==> config.mk <==
export PLATFORM = sky130hd
export DESIGN_NAME = host_to_breakout_tx
export DESIGN_NICKNAME = d
export VERILOG_FILES = /design/src/rtl/htb_pkg.sv /design/src/rtl/htb_frame_shifter.sv /design/src/rtl/host_to_breakout_tx.sv
export SDC_FILE = /design/constraint.sdc
export NUM_CORES = 1
export LEC_CHECK = 0
export CAP_MARGIN = 20
export CELL_PAD_IN_SITES_DETAIL_PLACEMENT = 1
export CELL_PAD_IN_SITES_GLOBAL_PLACEMENT = 2
export CORE_UTILIZATION = 40
export DETAILED_ROUTE_END_ITERATION = 8
export PLACE_DENSITY_LB_ADDON = 0.25
export REMOVE_ABC_BUFFERS = 1
export SETUP_SLACK_MARGIN = 0.2
export SYNTH_ARGS = -nofsm -noshare
export SYNTH_HDL_FRONTEND = slang
export SYNTH_HIERARCHICAL = 1
export SYNTH_SLANG_ARGS = --single-unit
==> constraint.sdc <==
create_clock -name i_clk -period 3.7 [get_ports i_clk]
set_input_delay 0.555 -clock i_clk [delete_from_list [all_inputs] [get_ports i_clk]]
set_output_delay 0.555 -clock i_clk [all_outputs]
set_load 0.02 [all_outputs]
==> src/rtl/htb_pkg.sv <==
// Shared constants, types and helpers for the host-to-breakout serial transmitter.
// Build option: define HTB_TX_SLOW_CRC_EN to append an 8-bit CRC to every slow word.
// With the option, a slow word is 57 sub-frames long. Without it, a slow word is 49 sub-frames long.
package htb_pkg;

  localparam int unsigned PORT_W_DEF = 8;
  localparam int unsigned LED_W_DEF  = 2;
  localparam int unsigned SLOW_W_DEF = 48;

  localparam int unsigned FRAME_BITS = 2 + LED_W_DEF + PORT_W_DEF;
  localparam int unsigned CLK_HIGH   = FRAME_BITS / 2;
  localparam int unsigned SYNC_BIT   = 11;
  localparam int unsigned SLOW_BIT   = 10;
  localparam int unsigned LED_LSB    = 8;
  localparam int unsigned PORT_LSB   = 0;

`ifdef HTB_TX_SLOW_CRC_EN
  localparam int unsigned CRC_W = 8;
`else
  localparam int unsigned CRC_W = 0;
`endif

  // Sub-frame 0 carries sync and the reset flag. The value bits follow, then the optional CRC bits.
  localparam int unsigned SLOW_SUBFRAMES = 1 + SLOW_W_DEF + CRC_W;

  localparam logic [7:0] CRC_POLY = 8'h07;

  typedef enum logic {
    TX_IDLE = 1'b0,
    TX_WORD = 1'b1
  } tx_state_e;

  // Advances a serial CRC-8 by one bit. The CRC is not reflected.
  function automatic logic [7:0] crc8_step(input logic [7:0] crc, input logic din);
    logic fb;
    fb = crc[7] ^ din;
    return {crc[6:0], 1'b0} ^ (fb ? CRC_POLY : 8'h00);
  endfunction

endpackage

==> src/rtl/htb_frame_shifter.sv <==
// Serializer for one frame. It also generates the frame clock.
// The parallel frame word is loaded on the last cycle of a frame, and it is shifted out MSB first.
// Ports:
//   i_clk, i_reset  host clock and asynchronous active-high reset
//   i_k             frame counter for the current cycle
//   i_frame         frame word. It is sampled when i_k is at the last count.
//   o_clk_s         frame clock. It is high for the first half of every frame.
//   o_d0_s          serial data
module htb_frame_shifter #(
  parameter int unsigned FR_BITS = htb_pkg::FRAME_BITS,
  parameter int unsigned K_W     = $clog2(FR_BITS)
) (
  input  logic               i_clk,
  input  logic               i_reset,
  input  logic [K_W-1:0]     i_k,
  input  logic [FR_BITS-1:0] i_frame,
  output logic               o_clk_s,
  output logic               o_d0_s
);

  logic               load;
  logic [K_W-1:0]     k_nxt;
  logic [FR_BITS-1:0] sh_q, sh_d;
  logic               d0_q, d0_d;
  logic               clk_q, clk_d;

  // The outputs are registered. Because of this, they are computed from the k value of the next cycle.
  always_comb begin
    load  = (i_k == K_W'(FR_BITS - 1));
    k_nxt = load ? '0 : i_k + K_W'(1);
    clk_d = (k_nxt < K_W'(FR_BITS / 2));
    if (load) begin
      {d0_d, sh_d} = {i_frame, 1'b0};
    end else begin
      {d0_d, sh_d} = {sh_q, 1'b0};
    end
  end

  always_ff @(posedge i_clk or posedge i_reset) begin
    if (i_reset) begin
      sh_q  <= '0;
      d0_q  <= 1'b0;
      clk_q <= 1'b0;
    end else begin
      sh_q  <= sh_d;
      d0_q  <= d0_d;
      clk_q <= clk_d;
    end
  end

  assign o_clk_s = clk_q;
  assign o_d0_s  = d0_q;

endmodule

==> src/rtl/host_to_breakout_tx.sv <==
// Host-side transmitter for the host-to-breakout link. Each frame has FRAME_BITS bits.
// A frame holds the sync bit, one slow-word bit, the LED field and the port field.
// Build option: HTB_TX_SLOW_CRC_EN appends a CRC-8 to every slow word.
// The CRC polynomial is 0x07. The CRC covers the value bits in transmit order.
// Ports:
//   i_clk, i_reset               host clock and asynchronous active-high reset
//   i_port, i_led                field values. They are sampled on the last cycle of each frame.
//   i_slow_value, i_slow_valid   slow-word payload and its valid flag
//   o_slow_ready                 slow-word ready
//   i_reset_req                  pulse that requests a remote reset
//   o_clk_s, o_d0_s              frame clock and serial data
module host_to_breakout_tx
  import htb_pkg::*;
#(
  parameter int unsigned PORT_W = 8,
  parameter int unsigned LED_W  = 2,
  parameter int unsigned SLOW_W = 48
) (
  input  logic              i_clk,
  input  logic              i_reset,
  input  logic [PORT_W-1:0] i_port,
  input  logic [LED_W-1:0]  i_led,
  input  logic [SLOW_W-1:0] i_slow_value,
  input  logic              i_slow_valid,
  output logic              o_slow_ready,
  input  logic              i_reset_req,
  output logic              o_clk_s,
  output logic              o_d0_s
);

  localparam int unsigned FB    = 2 + LED_W + PORT_W;
  localparam int unsigned K_W   = $clog2(FB);
  localparam int unsigned NSUB  = 1 + SLOW_W + CRC_W;
  localparam int unsigned SUB_W = $clog2(NSUB);

  logic [K_W-1:0]    k_q, k_d;
  tx_state_e         state_q, state_d;
  logic [SUB_W-1:0]  sub_q, sub_d;
  logic              pend_q, pend_d;
  logic [SLOW_W-1:0] pend_val_q, pend_val_d;
  logic [SLOW_W-1:0] val_sh_q, val_sh_d;
  logic              flag_q, flag_d;
  logic              ready_q, ready_d;
`ifdef HTB_TX_SLOW_CRC_EN
  logic [7:0]        crc_q, crc_d;
`endif

  logic          accept;
  logic          flag_eff;
  logic          frame_end;
  logic          last_sub;
  logic          sync_bit;
  logic          slow_bit;
  logic [FB-1:0] frame;

  // Slow-word sequencing. The next frame word is decided on the last cycle of each frame.
  always_comb begin
    k_d        = k_q;
    state_d    = state_q;
    sub_d      = sub_q;
    pend_d     = pend_q;
    pend_val_d = pend_val_q;
    val_sh_d   = val_sh_q;
    ready_d    = ready_q;
    sync_bit   = 1'b0;
    slow_bit   = 1'b0;
`ifdef HTB_TX_SLOW_CRC_EN
    crc_d      = crc_q;
`endif

    accept    = i_slow_valid && ready_q;
    // A request that arrives on the cycle that builds sub-frame 0 is carried by that word.
    flag_eff  = flag_q | i_reset_req;
    flag_d    = flag_eff;
    frame_end = (k_q == K_W'(FB - 1));
    last_sub  = (state_q == TX_WORD) && (sub_q == SUB_W'(NSUB - 1));
    k_d       = frame_end ? '0 : k_q + K_W'(1);

    if (accept) begin
      pend_val_d = i_slow_value;
      pend_d     = 1'b1;
      ready_d    = 1'b0;
    end

    // Ready goes high again on the last cycle of the final sub-frame.
    // This lets the next word start immediately after the current word.
    if ((k_q == K_W'(FB - 2)) && last_sub) begin
      ready_d = 1'b1;
    end

    if (frame_end) begin
      if ((state_q == TX_WORD) && !last_sub) begin
        sub_d = sub_q + SUB_W'(1);
        if (sub_q < SUB_W'(SLOW_W)) begin
          slow_bit = val_sh_q[SLOW_W-1];
          val_sh_d = {val_sh_q[SLOW_W-2:0], 1'b0};
`ifdef HTB_TX_SLOW_CRC_EN
          crc_d    = crc8_step(crc_q, val_sh_q[SLOW_W-1]);
        end else begin
          slow_bit = crc_q[7];
          crc_d    = {crc_q[6:0], 1'b0};
`endif
        end
      end else if (pend_q || accept || flag_eff) begin
        // A word that carries only the reset flag sends the last latched value again.
        state_d  = TX_WORD;
        sub_d    = '0;
        sync_bit = 1'b1;
        slow_bit = flag_eff;
        flag_d   = 1'b0;
        pend_d   = 1'b0;
        val_sh_d = accept ? i_slow_value : pend_val_q;
        if (!accept) begin
          ready_d = 1'b0;
        end
`ifdef HTB_TX_SLOW_CRC_EN
        crc_d    = 8'h00;
`endif
      end else begin
        state_d = TX_IDLE;
      end
    end

    frame = {sync_bit, slow_bit, i_led, i_port};
  end

  always_ff @(posedge i_clk or posedge i_reset) begin
    if (i_reset) begin
      k_q        <= K_W'(FB - 1);
      state_q    <= TX_IDLE;
      sub_q      <= '0;
      pend_q     <= 1'b0;
      pend_val_q <= '0;
      val_sh_q   <= '0;
      flag_q     <= 1'b0;
      ready_q    <= 1'b1;
`ifdef HTB_TX_SLOW_CRC_EN
      crc_q      <= 8'h00;
`endif
    end else begin
      k_q        <= k_d;
      state_q    <= state_d;
      sub_q      <= sub_d;
      pend_q     <= pend_d;
      pend_val_q <= pend_val_d;
      val_sh_q   <= val_sh_d;
      flag_q     <= flag_d;
      ready_q    <= ready_d;
`ifdef HTB_TX_SLOW_CRC_EN
      crc_q      <= crc_d;
`endif
    end
  end

  htb_frame_shifter #(
    .FR_BITS (FB),
    .K_W     (K_W)
  ) u_shifter (
    .i_clk   (i_clk),
    .i_reset (i_reset),
    .i_k     (k_q),
    .i_frame (frame),
    .o_clk_s (o_clk_s),
    .o_d0_s  (o_d0_s)
  );

  assign o_slow_ready = ready_q;

endmodule

==> results of run 1 <==
## worst max-delay path by stage
| stage | startpoint | end | slack [ns] | depth (start not counted) |
|---|---|---|---|---|
| floorplan | sub_q[0]$_DFFE_PP0P_ | val_sh_q[20]$_DFFE_PP0P_ | -0.62 | 6 |
| global placement | i_slow_valid | val_sh_q[42]$_DFFE_PP0P_ | 0.88 | 6 |
| detailed placement | i_slow_valid | val_sh_q[45]$_DFFE_PP0P_ | 0.83 | 6 |
| CTS | sub_q[0]$_DFFE_PP0P_ | val_sh_q[28]$_DFFE_PP0P_ | 0.98 | 7 |
| global route | sub_q[0]$_DFFE_PP0P_ | val_sh_q[28]$_DFFE_PP0P_ | 0.87 | 7 |
| finish | sub_q[0]$_DFFE_PP0P_ | val_sh_q[28]$_DFFE_PP0P_ | 1.04 | 7 |
## power by group through the flow
stage / sequential (W) / clock, W / combinational (W)
after global placement: 0.00138 / 0 / 0.000109
after CTS: 0.00135 / 0.00172 / 0.000111
after global routing: 0.00135 / 0.00177 / 0.000118
final: 0.00135 / 0.00168 / 0.000106
after floorplan: 0.00138 / 0 / 0.0000281
after detailed placement: 0.00138 / 0 / 0.000111
## synthesized netlist by cell type (all sizes together), types with 2 or more instances
library cell  instances  area (um^2)
mux2i                 3         30.0
nor2                 10         37.5
nand3                 5         25.0
nor3                  3         15.0
dfstp                 4          105
nand2b                2         15.0
dfrtp               119         2980
o2bb2ai               2         17.5
a21oi                 6         30.0
o21ai                 5         28.8
o22ai                 4         25.0
buf                  17          136
ha                    5         62.6
inv                  11         41.3
xnor2                 2         17.5
nand2                 9         36.3
mux2                154         1910
nand3b                2         27.5
## metal layers
layer  wire length (um)  vias up
li1                   -     1488
met1               4710     1614
met2               5180       51
met3                372       15
met4                158        0
met5                  0        -
## registers in the layout (all words and copies together) (netlist names)
name,count
flag_q,1
k_q,4
o_slow_ready,1
pend_q,1
pend_val_q,48
state_q,1
sub_q,6
u_shifter/o_clk_s,1
u_shifter/o_d0_s,1
u_shifter/sh_q,11
val_sh_q,48
## cells by family after synthesis
kind of cell	Yosys count	share of synthesized area [%]
xor gates and xnor gates	2	0.310
AOI/OAI and AO/OA	22	2.83
and+or+nand+nor	37	3.72
adders and majority gates	5	1.11
buffers and inverters	28	3.14
DFF	123	54.5
muxes	157	34.3
## layout make-up
class	count	area, um^2
tap	180	225
inverter	11	43.8
clock inverter	8	115
clock buffer	23	488
sequential	123	3080
timing repair buffer	73	758
fill	1351	6700
multi-input combinational	223	2410
## stage by stage
stage | cell area (um^2) | worst slack, ns | power [W] | hold WS (ns) | std cells
floorplan | 5520 | -0.616 | 0.00140 | 0.432 | 357
global placement | 6520 | 0.884 | 0.00149 | 0.459 | 610
detailed placement | 6520 | 0.833 | 0.00149 | 0.465 | 610
CTS | 7120 | 0.982 | 0.00319 | 0.475 | 641
global route | 7120 | 0.867 | 0.00325 | 0.491 | 641
finish | 7120 | 1.04 | 0.00314 | 0.471 | 641
==> flow_summary.json, run 1 <==
{
  "cts_tree": "done",
  "timing.rr.start": "sub_q[0]$_DFFE_PP0P_",
  "htreeDepth": 4,
  "path_buf_inv": 2,
  "synthDistinctLibCells": 36,
  "synth_edf_count": 0,
  "cts_resized": 0,
  "timing.rr.end": "val_sh_q[28]$_DFFE_PP0P_",
  "grt_overflow_total": 0,
  "slew_headroom_pct": 50.7,
  "coreArea_um2": 13800,
  "rows": 43,
  "finalSetupViolCount": 0,
  "pwr-share-clk_pct": 53.5,
  "outcome": "completed",
  "port_buffers": 64,
  "place_congestion": 0.705,
  "cp_slowest_stage_delay_ns": 0.58,
  "synth_cells": 374,
  "cts_buffers": 17,
  "die_x_um": 121,
  "switchingPower_w": 0.000599,
  "ios": 65,
  "vdd_drop_max_mv": 0.259,
  "period_share_pct": 71.8,
  "critical_path.max_fanout": 22,
  "die-area_um2": 14600,
  "worst_pin_slew_ns": 0.740,
  "grtUsageMet1_pct": 20.2,
  "grt_max_degree": 60,
  "synth-seq-area-share_pct": 54.5,
  "worstHoldPathType": "register to register",
  "cts_root_buffer": "clkbuf_16",
  "clock_skew_ns": 0.00568,
  "drive_gt1_share_pct": 44.5,
  "setup_tns_ns": 0,
  "cp.arrival_ns": 2.94,
  "critPathTopFamily": "compound AO/OA/AOI/OAI gates",
  "antenna_found_initial": 0,
  "reg2regPathDepth": 7,
  "hold_path_startpoint": "u_shifter/sh_q[11]$_DFF_PP0_",
  "cp-end-kind": "register",
  "drv_slew": 0,
  "power_frac_seq_pct": 43.2,
  "hold_buffers": 0,
  "start_kind": "register",
  "clock-sinks": 123,
  "synth_seq_cells": 123,
  "syn_area_um2": 5650,
  "ant_nets": 0,
  "diodes": 0,
  "grt_util_all_layers_pct": 15.9,
  "min_to": "u_shifter/o_d0_s$_DFF_PP0_",
  "intPower_w": 0.00254,
  "p_per_area_nw_per_um2": 441,
  "totalWireLength_um": 10400,
  "dr.pass1.iters": 3,
  "start_util_pct": 40.9,
  "drtIter0Drc": 103,
  "maxCapViolations": 0,
  "layout_commonest_cell": "dfrtp_1",
  "power_frac_comb_pct": 3.4,
  "min_period_ns": 2.66,
  "final_util_pct": 51.5,
  "postSynthAreaPerCell_um2": 15.1,
  "grt_pass1_vias": 3541,
  "layout_common_cells": "dfrtp_1 (119), mux2_2 (107), clkdlybuf4s50_1 (64)",
  "rsz0062_at_grt": "false",
  "cellLeakagePower_nw": 3.50,
  "clock_path_buffers": 2,
  "holdPathStages": 1,
  "clock_latency_ns": 0.41,
  "post-route-drc-count": 0,
  "area_delta_synth_final_pct": 26.0,
  "synth_ff_type": "dfrtp_1",
  "required_ns": 3.99,
  "avgRoutedWirePerCell_um": 16.3,
  "top_usage_layer": "met2",
  "fin_nets": 516,
  "path_class": "register to register",
  "yosys_warnings": 6,
  "fmax_mhz": 376,
  "p_sw_share_pct": 19.1,
  "rrSetupSlack_ns": 1.04,
  "synth-async-reset-ratio_pct": 100,
  "grt_first_pass_wirelength_um": 17800,
  "slowest_stage": "o21ai_4",
  "grtUsageMet2_pct": 25.8,
  "cts_setup_buffers": 0,
  "clk_pin_slew_ns": 0.05,
  "final_hold_viol_count": 0,
  "die_y_um": 121,
  "viasPerCell": 4.94,
  "crit_chain": "inv_1 -> ha_1 -> nand4b_2 -> o21ai_4 -> a2bb2oi_4 -> buf_12 -> mux2_2",
  "hpwlAfterDp_um": 6960,
  "vias": 3168,
  "met3_usage_pct": 3.67
}
Power figures use the tool's default switching activity.
==> inputs of run 2 (changes only) <==
Settings changed: CORE_UTILIZATION 40 to 36.
Clock period 3.7 ns to 2.29 ns, I/O delays scaled along.
==> run 2 against run 1 <==
Net effect: routed wire length rose by 21%; first-iteration DRC count is 27% higher; sequential share of layout area down 3.8 points; critical path depth increased by 2; flip-flop and latch count did not move; final area is 9.5% higher; clock power up 74%; via count up 4.9%; core utilization is 0.39 points lower; sequential power up 62%.
==> flow_summary.json, run 2 (same netlist as run 1, synthesis figures left out) <==
{
  "rsz0062_at_grt": "true",
  "drtIter0Drc": 131,
  "p_per_area_nw_per_um2": 680,
  "dr.pass1.iters": 4,
  "die-area_um2": 16200,
  "multi_input_area_um2": 2550,
  "crit_start": "sub_q[1]$_DFFE_PP0P_",
  "grt_overflow_total": 0,
  "maxCapViolations": 0,
  "crit_chain": "inv_2 -> ha_4 -> nand4b_4 -> o21ai_4 -> buf_12 -> a2bb2oi_4 -> buf_6 -> clkbuf_16 -> mux2_4",
  "finalSetupViolCount": 0,
  "coreArea_um2": 15300,
  "grt_max_degree": 36,
  "largestRegisters": "pend_val_q (48), val_sh_q (48), u_shifter/sh_q (11)",
  "rrSetupSlack_ns": 0.18,
  "clock_skew_ns": 0.00879,
  "critical_path.max_fanout": 6,
  "diodes": 0,
  "fill_cells": 1469,
  "path_class": "register to register",
  "antenna_found_initial": 0,
  "hold_buffers": 0,
  "cellLeakagePower_nw": 3.77,
  "place_area_um2": 6670,
  "area_delta_synth_final_pct": 38.0,
  "drive_gt1_share_pct": 48.7,
  "fin_hold_ws_ns": 0.339,
  "place_congestion": 0.717,
  "final_util_pct": 51.1,
  "start_util_pct": 37.0,
  "die_y_um": 127,
  "start_kind": "register",
  "clock_latency_ns": 0.42,
  "rows": 45,
  "worst_pin_slew_ns": 0.500,
  "finalInstanceArea_um2": 7800,
  "drv_slew": 0,
  "htreeDepth": 4,
  "hpwlAfterDp_um": 7160,
  "p_total_w": 0.00530,
  "totalWireLength_um": 12600,
  "clock-sinks": 123,
  "timing.rr.start": "sub_q[1]$_DFFE_PP0P_",
  "vdd_drop_max_mv": 0.575,
  "clock_path_buffers": 2,
  "seqCellArea_um2": 3080,
  "grt_first_pass_wirelength_um": 19700,
  "worstHoldPathType": "input port to asynchronous set/reset pin",
  "slowest_stage": "dfrtp_1",
  "post-route-drc-count": 0,
  "vias": 3323,
  "grt_pass1_vias": 3782,
  "cp.arrival_ns": 2.41,
  "grt_util_all_layers_pct": 16.0,
  "fmax_mhz": 474,
  "setup_tns_ns": 0,
  "final_hold_viol_count": 0,
  "clk_pin_slew_ns": 0.05,
  "viasPerCell": 4.73,
  "layout_common_cells": "dfrtp_1 (119), mux2_2 (78), mux2_4 (76)",
  "cts_tree": "done",
  "ant_nets": 0,
  "ios": 65,
  "cts_buffers": 17,
  "cp_slowest_stage_delay_ns": 0.39,
  "port_buffers": 64,
  "avgRoutedWirePerCell_um": 17.9,
  "slew_headroom_pct": 66.6,
  "min_period_ns": 2.11,
  "period_share_pct": 92.1,
  "outcome": "completed",
  "fin_nets": 545,
  "cts_root_buffer": "clkbuf_16",
  "required_ns": 2.59,
  "layout_commonest_cell": "dfrtp_1",
  "die_x_um": 127,
  "cp-end-kind": "register"
}
==> run 2: report_power, final <==
| part | switching (W) | total, W | internal (W) |
|---|---|---|---|
| registers | 0.00000248 | 0.00219 | 0.00218 |
| clock network | 0.000940 | 0.00293 | 0.00199 |
| logic | 0.0000691 | 0.000182 | 0.000113 |
| total | 0.00101 | 0.00530 | 0.00429 |
==> run 2: through the flow <==
step / setup WS [ns] / cells
2_1_floorplan: -2.03 / 357
5_1_grt: 0.0831 / 702
3_5_place_dp: 0.0536 / 651
3_3_place_gp: 0.0675 / 651
4_1_cts: 0.173 / 693
6_report: 0.181 / 702
==> run 2: layout make-up <==
type                            instances  share of cell area (%)
Clock inverter                          6                    1.67
Tap cell                              211                    3.38
Multi-Input combinational cell        223                    32.7
Inverter                               11                   0.561
Timing Repair Buffer                  102                    15.5
Clock buffer                           26                    6.66
Sequential cell                       123                    39.5
==> run 2: critical path: cells and delay by family, from the launching register on <==
kind | cells | cell delay [ns]
AO/OA/AOI/OAI | 2 | 0.44
adder cells (fa/ha/maj) | 1 | 0.15
buffers and inverters | 4 | 0.60
flip-flops | 1 | 0.39
multiplexers | 1 | 0.29
AND/OR/NAND/NOR | 1 | 0.12
==> run 2: worst paths after layout <==
path / cells after the start / endpoint
max in group asynchronous: 3 / val_sh_q[41]$_DFFE_PP0P_
hold reg to reg: 1 / u_shifter/o_d0_s$_DFF_PP0_
setup reg to reg: 9 / val_sh_q[23]$_DFFE_PP0P_
setup / recovery: 9 / val_sh_q[23]$_DFFE_PP0P_
min in group i_clk: 3 / u_shifter/sh_q[1]$_DFF_PP0_
hold / removal: 2 / pend_q$_DFF_PP0_
==> run 2: layer usage <==
metal  GRT usage [%]  vias to the layer above  wire (um)
met5               0                        -          0
met3            4.48                       19        396
li1                -                     1544          -
met1            19.6                     1702       5800
met4            7.14                        0        209
met2            26.4                       58       6190
==> run 2: timing repair <==
item	in CTS	in global routing
pin swaps	3	4
buffers inserted	8	4
gates resized for setup	11	33
gates cloned	2	5
setup endpoints to repair	47	47
==> inputs of run 3 (changes only) <==
Settings changed: GPL_ROUTABILITY_DRIVEN set to 0.
==> results of run 3 <==
Final layout, timing and power as in run 2 (identical DEF).
